==> config.mk <==
export PLATFORM = sky130hd
export DESIGN_NAME = dualmem_arbiter_flat
export DESIGN_NICKNAME = d
export VERILOG_FILES = /design/src/rtl/dualmem_arbiter_if.sv /design/src/rtl/dualmem_arbiter.sv /design/src/flat_wrapper.sv
export SDC_FILE = /design/constraint.sdc
export NUM_CORES = 1
export LEC_CHECK = 0
export CAP_MARGIN = 5
export CORE_AREA = 2 2 150 152
export DETAILED_ROUTE_END_ITERATION = 8
export DIE_AREA = 0 0 152 154
export PLACE_DENSITY_LB_ADDON = 0.05
export REMOVE_ABC_BUFFERS = 1
export SYNTH_ARGS = -nofsm -noshare
export SYNTH_HDL_FRONTEND = slang
export SYNTH_SLANG_ARGS = --single-unit
==> constraint.sdc <==
create_clock -name clk -period 2.9 [get_ports clk]
set_input_delay 0.58 -clock clk [delete_from_list [all_inputs] [get_ports clk]]
set_output_delay 0.58 -clock clk [all_outputs]
set_load 0.1 [all_outputs]
==> src/rtl/dualmem_arbiter_if.sv <==
// Requester-side bundle of the dualmem_arbiter: request/write inputs, grant and read return.
// The lock vector exists only when DMEM_ARB_LOCK_EN is defined.
interface dualmem_arbiter_if #(
  parameter int NREQ = 2,
  parameter int AW   = 11
);
  logic [NREQ-1:0]    req;
  logic [NREQ*8-1:0]  we;
  logic [NREQ*AW-1:0] addr;
  logic [NREQ*64-1:0] wdata;
`ifdef DMEM_ARB_LOCK_EN
  logic [NREQ-1:0]    lock;
`endif
  logic [NREQ-1:0]    gnt;
  logic [NREQ-1:0]    rvalid;
  logic [63:0]        rdata;

  modport master (
`ifdef DMEM_ARB_LOCK_EN
    output lock,
`endif
    output req, we, addr, wdata,
    input  gnt, rvalid, rdata
  );

  modport slave (
`ifdef DMEM_ARB_LOCK_EN
    input  lock,
`endif
    input  req, we, addr, wdata,
    output gnt, rvalid, rdata
  );
endinterface

==> src/rtl/dualmem_arbiter.sv <==
// Round-robin arbiter and zero-fill initialiser for one port of a 2K x 64 byte-enable RAM.
// Optional grant locking is compiled in with `define DMEM_ARB_LOCK_EN.
module dualmem_arbiter #(
  parameter int NREQ           = 2,
  parameter int AW             = 11,
  parameter int DEPTH          = 2048,
  parameter int CLEAR_ON_RESET = 1
) (
  input  logic             clk,
  input  logic             rst,
  dualmem_arbiter_if.slave bus,
  output logic             init_done,
  output logic             mem_en,
  output logic [7:0]       mem_we,
  output logic [AW-1:0]    mem_addr,
  output logic [63:0]      mem_wdata,
  input  logic [63:0]      mem_rdata
);
  localparam int IW = (NREQ > 2) ? 2 : 1;

  typedef enum logic {ST_INIT = 1'b0, ST_ARB = 1'b1} state_t;

  state_t          state_r;
  state_t          state_next_s;
  logic [AW-1:0]   cnt_r;
  logic [IW-1:0]   rr_r;
  logic [IW-1:0]   rr_next_s;
  logic [IW-1:0]   idx_s;
  logic [IW-1:0]   win_s;
  logic            win_valid_s;
  logic            init_done_r;
  logic [NREQ-1:0] gnt_s;
  logic [NREQ-1:0] rvalid_r;
  logic [NREQ-1:0] rvalid_next_s;
`ifdef DMEM_ARB_LOCK_EN
  logic            hold_r;
  logic            hold_next_s;
`endif

  // Winner search: first active request from rr+1 upward, lock holder takes precedence
  always_comb begin
    win_valid_s = 1'b0;
    win_s       = rr_r;
    idx_s       = rr_r;
    for (int k = 1; k <= NREQ; k++) begin
      idx_s = IW'((int'(rr_r) + k) % NREQ);
      if (!win_valid_s && bus.req[idx_s]) begin
        win_valid_s = 1'b1;
        win_s       = idx_s;
      end else begin
        win_valid_s = win_valid_s;
      end
    end
`ifdef DMEM_ARB_LOCK_EN
    if (hold_r && bus.req[rr_r] && bus.lock[rr_r]) begin
      win_valid_s = 1'b1;
      win_s       = rr_r;
    end else begin
      win_valid_s = win_valid_s;
    end
`endif
  end

  // Next state, grant and RAM port drive; everything is forced quiet while rst is high
  always_comb begin
    state_next_s  = state_r;
    rr_next_s     = rr_r;
    gnt_s         = {NREQ{1'b0}};
    rvalid_next_s = {NREQ{1'b0}};
    mem_en        = 1'b0;
    mem_we        = 8'h00;
    mem_addr      = {AW{1'b0}};
    mem_wdata     = 64'h0;
`ifdef DMEM_ARB_LOCK_EN
    hold_next_s   = 1'b0;
`endif
    if (rst) begin
      state_next_s = state_r;
    end else begin
      case (state_r)
        ST_INIT: begin
          mem_en   = 1'b1;
          mem_we   = 8'hFF;
          mem_addr = cnt_r;
          if (cnt_r == AW'(DEPTH - 1)) begin
            state_next_s = ST_ARB;
          end else begin
            state_next_s = ST_INIT;
          end
        end
        ST_ARB: begin
          if (win_valid_s) begin
            gnt_s     = NREQ'(1'b1) << win_s;
            rr_next_s = win_s;
            mem_en    = 1'b1;
            mem_we    = 8'(bus.we >> (8 * int'(win_s)));
            mem_addr  = AW'(bus.addr >> (AW * int'(win_s)));
            mem_wdata = 64'(bus.wdata >> (64 * int'(win_s)));
            if (mem_we == 8'h00) begin
              rvalid_next_s = gnt_s;
            end else begin
              rvalid_next_s = {NREQ{1'b0}};
            end
`ifdef DMEM_ARB_LOCK_EN
            hold_next_s = bus.lock[win_s];
`endif
          end else begin
            rr_next_s = rr_r;
          end
        end
        default: begin
          state_next_s = ST_ARB;
        end
      endcase
    end
  end

  // State, sweep counter, rotation pointer and read-return registers
  always_ff @(posedge clk or posedge rst) begin
    if (rst) begin
      if (CLEAR_ON_RESET != 0) begin
        state_r <= ST_INIT;
      end else begin
        state_r <= ST_ARB;
      end
      cnt_r       <= {AW{1'b0}};
      rr_r        <= IW'(NREQ - 1);
      init_done_r <= 1'b0;
      rvalid_r    <= {NREQ{1'b0}};
`ifdef DMEM_ARB_LOCK_EN
      hold_r      <= 1'b0;
`endif
    end else begin
      state_r <= state_next_s;
      if (state_r == ST_INIT) begin
        cnt_r <= cnt_r + AW'(1'b1);
      end else begin
        cnt_r <= cnt_r;
      end
      rr_r        <= rr_next_s;
      init_done_r <= init_done_r | (state_next_s == ST_ARB);
      rvalid_r    <= rvalid_next_s;
`ifdef DMEM_ARB_LOCK_EN
      hold_r      <= hold_next_s;
`endif
    end
  end

  assign bus.gnt    = gnt_s;
  assign bus.rvalid = rvalid_r;
  assign bus.rdata  = mem_rdata;
  assign init_done  = init_done_r;

endmodule

==> src/flat_wrapper.sv <==
// flat-port wrapper written by rule: the top's interface ports become plain ports
module dualmem_arbiter_flat 
#(
  parameter int NREQ           = 2,
  parameter int AW             = 11,
  parameter int DEPTH          = 2048,
  parameter int CLEAR_ON_RESET = 1
)
  (clk, rst, init_done, mem_en, mem_we, mem_addr, mem_wdata, mem_rdata, bus_req, bus_we, bus_addr, bus_wdata, bus_gnt, bus_rvalid, bus_rdata);
  dualmem_arbiter_if #(.NREQ(NREQ), .AW(AW)) bus_i ();
  input  logic clk;
  input  logic rst;
  output logic init_done;
  output logic mem_en;
  output logic [7:0] mem_we;
  output logic [AW-1:0] mem_addr;
  output logic [63:0] mem_wdata;
  input  logic [63:0] mem_rdata;
  input wire logic [$bits(bus_i.req)-1:0] bus_req;
  input wire logic [$bits(bus_i.we)-1:0] bus_we;
  input wire logic [$bits(bus_i.addr)-1:0] bus_addr;
  input wire logic [$bits(bus_i.wdata)-1:0] bus_wdata;
  output wire logic [$bits(bus_i.gnt)-1:0] bus_gnt;
  output wire logic [$bits(bus_i.rvalid)-1:0] bus_rvalid;
  output wire logic [$bits(bus_i.rdata)-1:0] bus_rdata;
  assign bus_i.req = bus_req;
  assign bus_i.we = bus_we;
  assign bus_i.addr = bus_addr;
  assign bus_i.wdata = bus_wdata;
  assign bus_gnt = bus_i.gnt;
  assign bus_rvalid = bus_i.rvalid;
  assign bus_rdata = bus_i.rdata;
  dualmem_arbiter #(.NREQ(NREQ), .AW(AW), .DEPTH(DEPTH), .CLEAR_ON_RESET(CLEAR_ON_RESET)) u_core (.clk(clk), .rst(rst), .bus(bus_i), .init_done(init_done), .mem_en(mem_en), .mem_we(mem_we), .mem_addr(mem_addr), .mem_wdata(mem_wdata), .mem_rdata(mem_rdata));
endmodule
==> results <==
## final cells by class
| type | count | area [um2] |
|---|---|---|
| antenna | 1 | 2.502 |
| clock buffer | 4 | 88.84 |
| fill | 2316 | 15360 |
| inverter | 3 | 11.26 |
| multi-input combinational | 302 | 1573 |
| sequential | 16 | 401.6 |
| tap | 280 | 350.3 |
| timing repair buffer | 296 | 3897 |
## stage by stage
stage               setup slack (ns)  hold WS, ns  instance area, um2  TNS [ns]
floorplan                     -2.533       0.4636                1866   -177.04
CTS                          0.03266       0.4872                6242         0
global placement             -0.2001       0.4741                5987    -1.554
finish                       0.05867       0.4804                6325         0
global route                -0.01822       0.5212                6322  -0.03934
detailed placement           -0.1942       0.4594                5987    -1.801
## timing repair
action                     4_1_cts  5_1_grt
pin swaps                        2        2
setup buffers                    3        0
setup endpoints to repair       33       28
gates resized for setup         20        5
cloned                           1        2
## logic make-up after synthesis
logic type      after synthesis  share of synthesized area, %
fa+ha+maj                     1                        0.5002
mux                          10                         4.052
flops                        16                         16.06
xor+xnor                     10                         3.502
simple gates                193                         31.37
compound gates               88                         18.66
buf+inv                      95                         25.86
## power groups by stage
stage / combinational (mW) / sequential, mW / clock, mW
after floorplan: 0.158 / 0.227 / 0
after CTS: 0.533 / 0.223 / 0.324
final: 0.540 / 0.223 / 0.311
after global placement: 0.507 / 0.227 / 0
after detailed placement: 0.507 / 0.227 / 0
after global routing: 0.577 / 0.223 / 0.332
## flip-flops by register name, indices dropped and copies added, names as in the netlist
signal / flops
u_core.bus.rvalid: 2
u_core.cnt_r: 11
u_core.init_done: 1
u_core.rr_r: 1
u_core.state_r: 1
## layer usage
layer  GRT usage [%]  vias up
li1                -     1699
met1           22.82     1709
met2           21.69      305
met3           13.87       25
met4           1.691        6
met5           6.004        -
## final timing paths
kind                                             end
worst min register to register      u_core.init_done
min in group asynchronous       u_core.bus.rvalid[1]
worst max register to register       u_core.cnt_r[9]
max in group asynchronous                u_core.rr_r
worst max-delay path                    mem_wdata[6]
worst min-delay path                u_core.init_done
## placed cells by master, fill, tap and decap left out, types with 2 or more instances in the layout
| cell | count |
|---|---|
| nand4_1 | 2 |
| nand2_1 | 166 |
| buf_4 | 28 |
| buf_12 | 94 |
| a21oi_4 | 4 |
| nor2_2 | 2 |
| and3_1 | 3 |
| a21oi_1 | 56 |
| inv_1 | 2 |
| nor4_1 | 5 |
| dfrtp_1 | 15 |
| xnor2_1 | 7 |
| clkdlybuf4s50_1 | 167 |
| clkbuf_16 | 5 |
| a21oi_2 | 5 |
| buf_8 | 2 |
| a31oi_1 | 7 |
| o21ai_1 | 9 |
| o21ai_4 | 2 |
| xor2_1 | 3 |
| mux2i_1 | 9 |
| nor2_1 | 7 |
| a311oi_2 | 2 |
## worst reg2reg max path: stages (launching register included)
cell and delay [ns]:
dfrtp_1 0.54, buf_4 0.27, nand4b_1 0.28, nor2_1 0.22, nand4_1 0.13, xnor2_1 0.14
==> impl_results.md <==
- DR WL met3: 3.783 mm
- Final cell count without fillers: 902
- Worst R2R Path Depth: 5
- H-tree Lvls: 1
- Predominant post-synthesis flop cell: dfrtp_1
- CP startpoint: rst
- Initial antenna violation count: 1
- Flops & latches, synth: 16
- Crit Path Category: in -> out
- Worst skew pair latency: 0.25 ns
- Drt total wl: 21.82 mm
- Sw power: 328.1 uW
- Register share of total power: 20.8%
- Clock Pin Slew Worst Setup and Hold Paths: 0.05 ns
- Synth top cells by count: 167 x nand2_1, 69 x buf_4, 65 x a21oi_1, 19 x buf_2, 15 x dfrtp_1
- Top-area cell type share of the netlist area: 25.06%
- RSZ-0062 raised after global routing: true
- Comb power frac: 50.3%
- Hpwl dp: 17.45 mm
- Grt total ovfl: 0
- Crit end category: primary output
- First-pass GRT wire length: 29.35 mm
- Crit Path Max Fanout: 37
- CP delay by family, top: buffers and inverters
- Measured slew at the worst slew-check pin: 0.4374 ns
- Die height: 154 um
- Ranking of synthesized cells by area: nand2_1 25%, buf_4 21%, dfrtp_1 15%, a21oi_1 13%, buf_2 3.8%
- Int Pwr: 746.4 uW
- Placed Instances: 891
- Post-synth top area cell: nand2_1
- Port Buf Inserts: 258
- Syn Inst Count: 413
- Share of cells above drive strength 1: 24.80%
- Post-layout util: 29.16%
- Fin. Hold Viols: 0
- Share of total power in the clock network: 28.9%
- Clock skew: 0.005338 ns
- Critical path's most frequent cell: buf_12
- IO Count: 387
- Gpl congestion: 0.7760
- Critical Path Start Type: input port
- Max-cap violations: 0
- Die width: 152 um
- Total clock sinks: 16
- Initial drt markers: 142
- CP required: 2.32 ns
- Worst hold start: u_core.init_done
- Row count: 54
- Worst reg2reg startpoint: u_core.state_r
- Longest Clk Path Bufs: 2
- Worst Path Buf+Inv: 3
- Worst vdd ir: 157.4 uV
- CP Depth: 6
- CTS tree: built
- Die area: 23,410 um2
- Hold Path Class: reg -> reg
- Total Routing Usage GR: 17.31%
- Post-synth EDFFs: 0
- F_max: 0.3519 GHz
- DR pass1 iterations: 4
- Seq/Total Area, Yosys: 16.06%
- WP data arrival: 2.26 ns
- Pin count of the biggest net entering global routing: 57
- Starting Density: 11.53%
- R2R setup slack: 1.21 ns
- Worst path slowest cell: clkdlybuf4s50_1
- Synthesized area per cell: 6.056 um2
- CTS Hold Buffers Added: 0
- Total Power: 1.074 mW
- Hold path depth: 1
- Count leader, synth: nand2_1
- Synth cell types: 33
- Drt wl/cell: 24.19 um
- Setup-failing EPs final: 0
- Area of the core: 21,690 um2
- Post-route ant nets: 0
- Sw frac: 30.53%
- Status: finished, final reports clean
- Ys async rst share: 100.0%
- Vias: 3,744
- Rel. slew slack: 70.84%
- DR DRC count: 0
- Slew Limit Fails: 0
- Vias per std cell: 4.151
- Synth warnings: 0
- Worst-path cell chain: clkdlybuf4s50_1 > and2b_1 > o21ai_4 > buf_12 > a21oi_2 > buf_12
- Power per cell area: 169.9 nW/um2
- Final period demand of the worst path: 2.841 ns
- Top Metal Used: met5
- Area growth from synthesis to layout: 152.9%
- Root Buffer Master: clkbuf_16
- Met2 Wirelength: 7.951 mm
- Post-layout net count: 857
- Synthesized area: 2501 um2
- CTS Buf Count: 3
- Routed length on met1: 9.775 mm
- Fin crit share: 97.98%
- Leakage: 2.556 nW
- Crit-path max cell delay: 0.48 ns
- Vias in the first global route: 3,815
No activity file was read; power rests on OpenSTA's default activity.
